==> src/rtl/alu_arb_seq.sv <==
// alu_arb_seq: shares one external ALU between two requesters.
// It arbitrates in IDLE, runs single-cycle ALU ops, and runs a shift-add
// multiply over several ALU cycles. Each accepted request returns exactly
// one tagged response.
//
// Optional feature macro: ALU_ARB_MUL_EN
//   defined   -> op 0010 runs the shift-add multiply (MUL_ADD / MUL_SHIFT states)
//   undefined -> op 0010 is reported as unsupported, and the multiply states are not built
//
// Handshake semantics (all ports):
//   A transfer happens on a rising edge where valid && ready are both 1.
//   A requester holds its valid and payload stable until it sees ready.
//   reqN_ready is combinational. It is high only in IDLE, for the granted requester.
//   resp_valid stays high, and resp_* stays stable, until a rising edge where resp_ready=1.
//
// Latency is counted in edges, including the accepting edge:
//   single op = 2, multiply = 2*WIDTH+1, unsupported = 1.
// dbg_state exposes the FSM state encoding:
//   IDLE=0, EXEC=1, RESP=2, MUL_ADD=3, MUL_SHIFT=4.
module alu_arb_seq #(
    parameter int WIDTH = 4,
    parameter bit RR_EN = 1'b1
) (
    input  logic             clk,
    input  logic             rst,
    input  logic             req0_valid,
    output logic             req0_ready,
    input  logic [3:0]       req0_op,
    input  logic [WIDTH-1:0] req0_a,
    input  logic [WIDTH-1:0] req0_b,
    input  logic             req1_valid,
    output logic             req1_ready,
    input  logic [3:0]       req1_op,
    input  logic [WIDTH-1:0] req1_a,
    input  logic [WIDTH-1:0] req1_b,
    output logic             resp_valid,
    input  logic             resp_ready,
    output logic             resp_id,
    output logic [WIDTH-1:0] resp_data,
    output logic             resp_carry,
    output logic             resp_err,
    output logic [WIDTH-1:0] alu_a,
    output logic [WIDTH-1:0] alu_b,
    output logic [3:0]       alu_sel,
    input  logic [WIDTH-1:0] alu_out,
    input  logic             alu_carry,
    output logic [2:0]       dbg_state
);

    localparam logic [3:0] OP_ADD = 4'b0000;
    localparam logic [3:0] OP_SHL = 4'b0100;
    localparam logic [3:0] OP_SHR = 4'b0101;
    localparam logic [3:0] OP_AND = 4'b1000;
    localparam logic [3:0] OP_OR  = 4'b1001;
    localparam logic [3:0] OP_XOR = 4'b1010;
`ifdef ALU_ARB_MUL_EN
    localparam logic [3:0] OP_MUL = 4'b0010;
    localparam int         IT_W   = $clog2(WIDTH + 1);
`endif

    typedef enum logic [2:0] {
        S_IDLE      = 3'd0,
        S_EXEC      = 3'd1,
        S_RESP      = 3'd2
`ifdef ALU_ARB_MUL_EN
        ,
        S_MUL_ADD   = 3'd3,
        S_MUL_SHIFT = 3'd4
`endif
    } state_t;

    state_t           state;
    logic             last_grant;
    logic [3:0]       op_r;
    logic             grant0;
    logic             grant1;
    logic             accept;
    logic [3:0]       sel_op;
    logic [WIDTH-1:0] sel_a;
    logic [WIDTH-1:0] sel_b;
    logic             sel_single;

`ifdef ALU_ARB_MUL_EN
    logic [WIDTH-1:0] acc;
    logic [WIDTH-1:0] mc;
    logic [WIDTH-1:0] mp;
    logic             ovf;
    logic [IT_W-1:0]  it;
    logic             shift_ovf;

    // A multiplicand bit shifted out while multiplier bits remain means the true product overflows.
    assign shift_ovf = mc[WIDTH-1] & (|mp[WIDTH-1:1]);
`endif

    assign dbg_state  = state;
    assign req0_ready = grant0;
    assign req1_ready = grant1;
    assign accept     = grant0 | grant1;

    // Arbitration: only in IDLE; on a tie, round-robin picks the requester that did not win last time.
    always_comb begin
        grant0 = 1'b0;
        grant1 = 1'b0;
        if (state == S_IDLE) begin
            if (req0_valid && req1_valid) begin
                if (RR_EN && !last_grant) begin
                    grant1 = 1'b1;
                end else begin
                    grant0 = 1'b1;
                end
            end else if (req0_valid) begin
                grant0 = 1'b1;
            end else if (req1_valid) begin
                grant1 = 1'b1;
            end
        end
    end

    // Payload mux for the granted requester and classification of its op code.
    always_comb begin
        sel_op = grant1 ? req1_op : req0_op;
        sel_a  = grant1 ? req1_a  : req0_a;
        sel_b  = grant1 ? req1_b  : req0_b;
        case (sel_op)
            OP_ADD, OP_SHL, OP_SHR, OP_AND, OP_OR, OP_XOR: sel_single = 1'b1;
            default:                                       sel_single = 1'b0;
        endcase
    end

    // Sequencer FSM. ALU inputs are registered so they are stable for the whole EXEC or MUL cycle.
    always_ff @(posedge clk) begin
        if (rst) begin
            state      <= S_IDLE;
            last_grant <= 1'b1;
            op_r       <= 4'b0000;
            resp_valid <= 1'b0;
            resp_id    <= 1'b0;
            resp_data  <= '0;
            resp_carry <= 1'b0;
            resp_err   <= 1'b0;
            alu_a      <= '0;
            alu_b      <= '0;
            alu_sel    <= 4'b0000;
`ifdef ALU_ARB_MUL_EN
            acc        <= '0;
            mc         <= '0;
            mp         <= '0;
            ovf        <= 1'b0;
            it         <= '0;
`endif
        end else begin
            case (state)
                S_IDLE: begin
                    if (accept) begin
                        last_grant <= grant1;
                        resp_id    <= grant1;
                        op_r       <= sel_op;
                        if (sel_single) begin
                            state   <= S_EXEC;
                            alu_a   <= sel_a;
                            alu_b   <= sel_b;
                            alu_sel <= sel_op;
                        end
`ifdef ALU_ARB_MUL_EN
                        else if (sel_op == OP_MUL) begin
                            state   <= S_MUL_ADD;
                            acc     <= '0;
                            mc      <= sel_a;
                            mp      <= sel_b;
                            ovf     <= 1'b0;
                            it      <= '0;
                            alu_a   <= '0;
                            alu_b   <= sel_a;
                            alu_sel <= OP_ADD;
                        end
`endif
                        else begin
                            state      <= S_RESP;
                            resp_valid <= 1'b1;
                            resp_data  <= '0;
                            resp_carry <= 1'b0;
                            resp_err   <= 1'b1;
                        end
                    end
                end
                S_EXEC: begin
                    state      <= S_RESP;
                    resp_valid <= 1'b1;
                    resp_data  <= alu_out;
                    resp_carry <= (op_r == OP_ADD) ? alu_carry : 1'b0;
                    resp_err   <= 1'b0;
                    alu_a      <= '0;
                    alu_b      <= '0;
                    alu_sel    <= 4'b0000;
                end
`ifdef ALU_ARB_MUL_EN
                S_MUL_ADD: begin
                    if (mp[0]) begin
                        acc <= alu_out;
                        ovf <= ovf | alu_carry;
                    end
                    state   <= S_MUL_SHIFT;
                    alu_a   <= mc;
                    alu_b   <= '0;
                    alu_sel <= OP_SHL;
                end
                S_MUL_SHIFT: begin
                    mc <= alu_out;
                    mp <= mp >> 1;
                    it <= it + 1'b1;
                    if (shift_ovf) begin
                        ovf <= 1'b1;
                    end
                    if (it == IT_W'(WIDTH - 1)) begin
                        state      <= S_RESP;
                        resp_valid <= 1'b1;
                        resp_data  <= acc;
                        resp_carry <= ovf | shift_ovf;
                        resp_err   <= 1'b0;
                        alu_a      <= '0;
                        alu_b      <= '0;
                        alu_sel    <= 4'b0000;
                    end else begin
                        state   <= S_MUL_ADD;
                        alu_a   <= acc;
                        alu_b   <= alu_out;
                        alu_sel <= OP_ADD;
                    end
                end
`endif
                S_RESP: begin
                    if (resp_ready) begin
                        state      <= S_IDLE;
                        resp_valid <= 1'b0;
                    end
                end
                default: begin
                    state <= S_IDLE;
                end
            endcase
        end
    end

endmodule

==> config.mk <==
export PLATFORM = sky130hd
export DESIGN_NAME = alu_arb_seq
export DESIGN_NICKNAME = d
export VERILOG_FILES = /design/src/rtl/alu_arb_seq.sv
export SDC_FILE = /design/constraint.sdc
export NUM_CORES = 1
export LEC_CHECK = 0
export ABC_AREA = 0
export BUFFER_PORTS_ARGS = -buffer_cell sky130_fd_sc_hd__buf_2
export CAP_MARGIN = 20
export CORE_UTILIZATION = 46
export DETAILED_ROUTE_END_ITERATION = 6
export PLACE_DENSITY = 0.77
export SLEW_MARGIN = 20
export SYNTH_ARGS = -nofsm -noshare
export SYNTH_HDL_FRONTEND = slang
export SYNTH_SLANG_ARGS = --single-unit
==> constraint.sdc <==
create_clock -name clk -period 1.7 [get_ports clk]
set_input_delay 0.17 -clock clk [delete_from_list [all_inputs] [get_ports clk]]
set_output_delay 0.17 -clock clk [all_outputs]
set_load 0.05 [all_outputs]
==> results of run 1 <==
worst max-delay path: stages, from the launching register on:
cell      delay, ns
dfxtp_2        0.36
nor2_4         0.17
nand3_4        0.10
inv_4          0.08
buf_4          0.15
clkbuf_4       0.24
layer usage:
metal	GRT usage [%]	vias up
met5	0	-
li1	-	602
met4	7.50	0
met1	24.9	560
met3	3.01	5
met2	42.0	48
cells by family (layout without fill, tap and decap cells):
group / after synthesis / after routing / synth area share, %
compound gates: 47 / 47 / 32.4
simple gates: 23 / 23 / 12.7
flops: 27 / 27 / 41.7
mux: 10 / 10 / 7.73
buf+inv: 13 / 84 / 5.22
other cells: 1 / 1 / 0.290
metrics by stage:
stage	area (sq um)	util (%)
2_1_floorplan	1300	-
3_3_place_gp	1720	66.9
3_5_place_dp	1720	66.9
4_1_cts	1750	68.1
5_1_grt	1760	68.4
6_report	1760	68.4
what timing repair did:
item / CTS / global route
endpoints found under the setup margin: 12 / 15
pin swaps: 0 / 2
setup buffers: 0 / 0
gates resized for setup: 1 / 4
worst paths after layout:
check	cells past startpoint	start	endpoint
min	3	req1_a[0]	alu_a[0]$_SDFFE_PP0P_
max	5	dbg_state[1]$_SDFFE_PP0P_	req1_ready
min reg2reg	1	alu_a[1]$_SDFFE_PP0P_	alu_a[1]$_SDFFE_PP0P_
max reg2reg	7	last_grant$_SDFFE_PP1P_	dbg_state[1]$_SDFFE_PP0P_
report_power, final:
group          switching [mW]  internal [mW]
Combinational           0.497          0.264
Clock                   0.180         0.0920
Sequential             0.0479          0.711
area by class of cell:
type | count | area share (%)
clock buffers | 4 | 1.50
inverters | 7 | 1.64
multi-input cells | 81 | 39.6
flip-flops and latches | 27 | 31.0
well taps | 30 | 2.14
repair buffers | 73 | 24.1
cells in the final DEF (no fill, tap or decap), types with 2 or more instances in the layout:
| cell | Yosys | layout |
|---|---|---|
| buf_2 | 1 | 55 |
| dfxtp_1 | 27 | 24 |
| buf_4 | 2 | 16 |
| a21oi_1 | 12 | 12 |
| mux2i_1 | 10 | 10 |
| o2bb2ai_2 | 9 | 9 |
| nor2_1 | 8 | 7 |
| inv_1 | 5 | 5 |
| a22oi_1 | 5 | 5 |
| o311ai_0 | 4 | 4 |
| a211oi_1 | 4 | 4 |
| clkbuf_4 | 0 | 4 |
| o2bb2ai_1 | 3 | 3 |
| dfxtp_2 | 0 | 3 |
| nand2_1 | 2 | 2 |
| nor3_2 | 3 | 2 |
| nand3b_1 | 2 | 2 |
state kept, by name, summed over array words and instances (netlist names), 2 cells and up:
signal / count
alu_sel: 4
dbg_state: 2
resp_data: 4
alu_b: 4
alu_a: 4
op_r: 4
==> metrics.cfg, run 1 <==
[clock_network]
cts_htree_levels=1
clk_pin_slew_ns=0.14
cts_hold_buf=0
cts_tree=yes
cts.path.max_buffers=2
clk_latency_ns=0.32
cts-root-buf=clkbuf_4
numCtsBuffers=3
clock_sinks=27

[synthesis]
synthFlopType=dfxtp_1
synth_commonest_cells=dfxtp_1 (27), a21oi_1 (12), mux2i_1 (10)
synthArstFlopShare_pct=0
syn_area_per_cell_sq_um=10.7
postSynthCellCount=121
yosysMostFrequentCell=dfxtp_1
synth_edf_count=0
synth_top_area_share_pct=41.7
syn-num-nets=155
syn_area_sq_um=1290
synth_area_leaders=dfxtp_1 (42%), o2bb2ai_2 (10%), mux2i_1 (7.7%)
yosysWarnings=0
ys_seq_area_share_pct=41.7
synth_cell_types=38
yosysTopAreaCell=dfxtp_1
ys_ff_latch=27

[sta]
final.min_clock_period_ns=1.60
max_freq_mhz=626
hold_viol_final=0
skew_ns=0.00887
setup_ws_ns=0.101
holdWs_ns=0.100
drv_slew=0
worstMarginPinSlew_ns=0.651
setup_viol=0
setup_tns_ns=0
fin_crit_sh_pct=94.0
slew_headroom_pct=56.5

[worst_setup_path]
start_kind=flop
r2r_slack_ns=0.10
criticalPathCategory=reg2out
path_max_fanout=7
endpoint_kind=output pin
cp.required_ns=1.53
worst-endpoint-arrival_ns=1.43

[floorplanning]
die_h_microns=55.1
core-area_sq_um=2570
dieArea_sq_um=3030
initial_utilization_pct=50.4
io_pins=59
die_width_microns=55.1
num_rows=18

[detailed_routing]
wl_per_cell_microns=13.9
drt_drc_violations_left=0
wl_met1_microns=1250
vias_per_cell=5.47
final_antenna_net_count=0
route.vias.total=1215
firstDrtPassIters=4
routed.top_layer=met4
wl_met2_microns=1610
totalWireLength_microns=3080
wl_met3_microns=180
drt_iter0_drc=20

[cells_and_area]
n_antenna_cell=0
ff_latch_area_sq_um=544
nFillCells=209
fin_nets=227
multi_input_area_sq_um=696
layout-drive-gt1-share_pct=52.6
final_cells=222
area_growth_pct=35.6

[flow_run]
cap_violations=0

[global_routing]
track_usage_pct=22.1
grt_pass1_wl_microns=4750
grt_max_degree=15
grt_overflow=0
antenna_found_initial=0
grt_pass1_vias=1141

[placed_design]
pre_cts_ws_ns=-0.130
portBuffers=57
dp_hpwl_microns=2420
placed_cells=218
gp_congestion=0.765

[hold_path]
hold_path.class=in2reg

[power]
powerDensity_nw_per_um2=1020
power.leakage_nw=0.848
finalPower_mw=1.79
peakVddDrop_uv=863

[outcome]
status=finished, final reports clean

(Power assumes the default switching activity.)
==> run 2: changes to the inputs <==
CAP_MARGIN = not set   (was 20)
HOLD_SLACK_MARGIN = 0.12   (was not set)
==> metrics.cfg, run 2 (synthesized netlist as in run 1, its figures left out) <==
[detailed_routing]
wl_met2_microns=1930  ; was 1610 microns
firstDrtPassIters=4  ; unchanged
totalWireLength_microns=3610  ; was 3080 microns
wl_met1_microns=1440  ; was 1250 microns
routed.top_layer=met4  ; unchanged
wl_met3_microns=233  ; was 180 microns
final_antenna_net_count=0  ; unchanged
vias_per_cell=5.47  ; about the same
wl_per_cell_microns=15.3  ; was 13.9 microns
drt_iter0_drc=14  ; was 20
route.vias.total=1291  ; was 1215
drt_drc_violations_left=0  ; unchanged

[global_routing]
antenna_found_initial=0  ; unchanged
grt_overflow=0  ; unchanged
grt_pass1_vias=1252  ; was 1141
track_usage_pct=25.9  ; was 22.1%
grt_pass1_wl_microns=5510  ; was 4750 microns
grt_max_degree=15  ; unchanged

[power]
peakVddDrop_uv=906  ; was 863 uV
finalPower_mw=1.85  ; was 1.79 mW
power.leakage_nw=0.913  ; was 0.848 nW
powerDensity_nw_per_um2=969  ; was 1020 nW/um^2

[cells_and_area]
multi_input_area_sq_um=702  ; was 696 sq um
area_growth_pct=47.8  ; was 35.6%
final_common_cell=buf_2  ; unchanged
layout-drive-gt1-share_pct=49.0  ; was 52.6%
nFillCells=192  ; was 209
final_cell_area_sq_um=1910  ; was 1760 sq um
n_antenna_cell=0  ; unchanged
final_cell_mix=buf_2 (55), dfxtp_1 (25), buf_4 (15), dlygate4sd3_1 (13), a21oi_1 (12)  ; was buf_2 (55), dfxtp_1 (24), buf_4 (16), a21oi_1 (12), mux2i_1 (10)
fin_nets=241  ; was 227
ff_latch_area_sq_um=543  ; was 544 sq um

[clock_network]
clk_latency_ns=0.32  ; about the same
cts_htree_levels=1  ; unchanged
cts-root-buf=clkbuf_4  ; unchanged
cts_tree=yes  ; unchanged
numCtsBuffers=3  ; unchanged
clock_sinks=27  ; unchanged
clk_pin_slew_ns=0.14  ; about the same
cts.path.max_buffers=2  ; unchanged

[worst_setup_path]
worst-endpoint-arrival_ns=1.89  ; was 1.43 ns
r2r_slack_ns=0.07  ; was 0.10 ns
path_cells=nand2_1, nand3_4, inv_4, nor4_4, buf_4, o211ai_2, buf_12, o2bb2ai_2  ; was nor2_4, nand3_4, inv_4, buf_4, clkbuf_4
crit_family=simple AND/OR/NAND/NOR gates  ; was buffers and inverters
worstReg2RegStart=last_grant$_SDFFE_PP1P_  ; unchanged
path_max_fanout=13  ; was 7
reg2reg_depth=8  ; was 7
cp.required_ns=1.96  ; was 1.53 ns
max_stage_delay_ns=0.37  ; was 0.36 ns
criticalPathCategory=reg2reg  ; was reg2out
endpoint_kind=flop  ; was output pin
slowest_stage=dfxtp_1  ; was dfxtp_2
start_kind=flop  ; unchanged
worst-path-buf-inv=3  ; unchanged
timing.rr.end=alu_a[2]$_SDFFE_PP0P_  ; was dbg_state[1]$_SDFFE_PP0P_

[placed_design]
gp_congestion=0.765  ; unchanged
dp_hpwl_microns=2420  ; unchanged
portBuffers=57  ; unchanged
pre_cts_ws_ns=-0.130  ; unchanged
place_area_sq_um=1720  ; unchanged

[hold_path]
hp-start=alu_out[2]  ; was req1_a[0]
hold_path.class=in2reg  ; unchanged
hold-path-cell-count=3  ; unchanged
hold_end=resp_data[2]$_SDFFE_PP0P_  ; was alu_a[0]$_SDFFE_PP0P_

[sta]
max_freq_mhz=612  ; was 626 MHz
setup_ws_ns=0.0659  ; was 0.101 ns
drv_slew=0  ; unchanged
final.min_clock_period_ns=1.63  ; was 1.60 ns
setup_viol=0  ; unchanged
hold_viol_final=0  ; unchanged
fin_crit_sh_pct=96.1  ; was 94.0%
skew_ns=0.00518  ; was 0.00887 ns

[floorplanning]
num_rows=18  ; unchanged
io_pins=59  ; unchanged
die_width_microns=55.1  ; unchanged
initial_utilization_pct=50.4  ; unchanged
core-area_sq_um=2570  ; unchanged
dieArea_sq_um=3030  ; unchanged
die_h_microns=55.1  ; unchanged

[flow_run]
cap_violations=0  ; unchanged

[outcome]
status=finished, final reports clean  ; unchanged

-- run 2: cell types whose count changed in the layout (fill, tap and decap cells not counted), sizes merged --
| cell | before | now |
|---|---|---|
| dlygate4sd3 | 0 | 13 |
| buf | 72 | 73 |
-- run 2: tightest hold or removal path, stage by stage --
cell and delay [ns]:
buf_2 0.08, a22oi_1 0.05, a21oi_1 0.13
-- run 2: how the worst max path moves through the flow --
stage,from,endpoint,slack (ns),cells after the start
2_1_floorplan,dbg_state[0]$_SDFFE_PP0P_,alu_a[3]$_SDFFE_PP0P_,0.001,7
4_1_cts,dbg_state[0]$_SDFFE_PP0P_,req0_ready,0.04,5
3_5_place_dp,req0_op[2],alu_a[3]$_SDFFE_PP0P_,-0.13,7
6_report,last_grant$_SDFFE_PP1P_,alu_a[2]$_SDFFE_PP0P_,0.07,8
5_1_grt,last_grant$_SDFFE_PP1P_,alu_a[3]$_SDFFE_PP0P_,-0.02,8
3_3_place_gp,req0_op[2],alu_sel[3]$_SDFFE_PP0P_,-0.08,7
-- run 2: power by group --
group	switching [mW]	internal (mW)	leakage, nW
Clock	0.184	0.0919	0.0150
Sequential	0.0494	0.711	0.222
Combinational	0.517	0.302	0.676
-- run 2: layer usage --
layer  up-vias  global-route usage [%]
li1        630                       -
met5         -                       0
met1       602                    28.9
met4         0                    9.58
met3         2                    4.37
met2        57                    48.4
-- run 2: final cells by class --
| type | instances | share of cell area, % |
|---|---|---|
| multi-input cells | 81 | 36.7 |
| repair buffers | 87 | 30.1 |
| flip-flops and latches | 27 | 28.4 |
| well taps | 30 | 1.96 |
| inverters | 7 | 1.50 |
| clock buffers | 4 | 1.37 |
-- run 2: through the flow --
stage,TNS [ns],instances,util [%],hold WS [ns]
after floorplan,0,121,-,0.310
after global placement,-0.691,218,66.9,0.431
after detailed placement,-1.16,218,66.9,0.445
after CTS,0,235,73.2,0.124
after global routing,-0.0703,236,74.6,0.141
final,0,236,74.6,0.131
-- run 2: repair_timing --
item | 4_1_cts | 5_1_grt
resized for setup | 1 | 5
buffers inserted | 0 | 1
cloned | 0 | 0
endpoints found under the hold margin | 8 | 0
pin swaps | 0 | 3
setup endpoints to repair | 12 | 15
hold buffers | 13 | 0
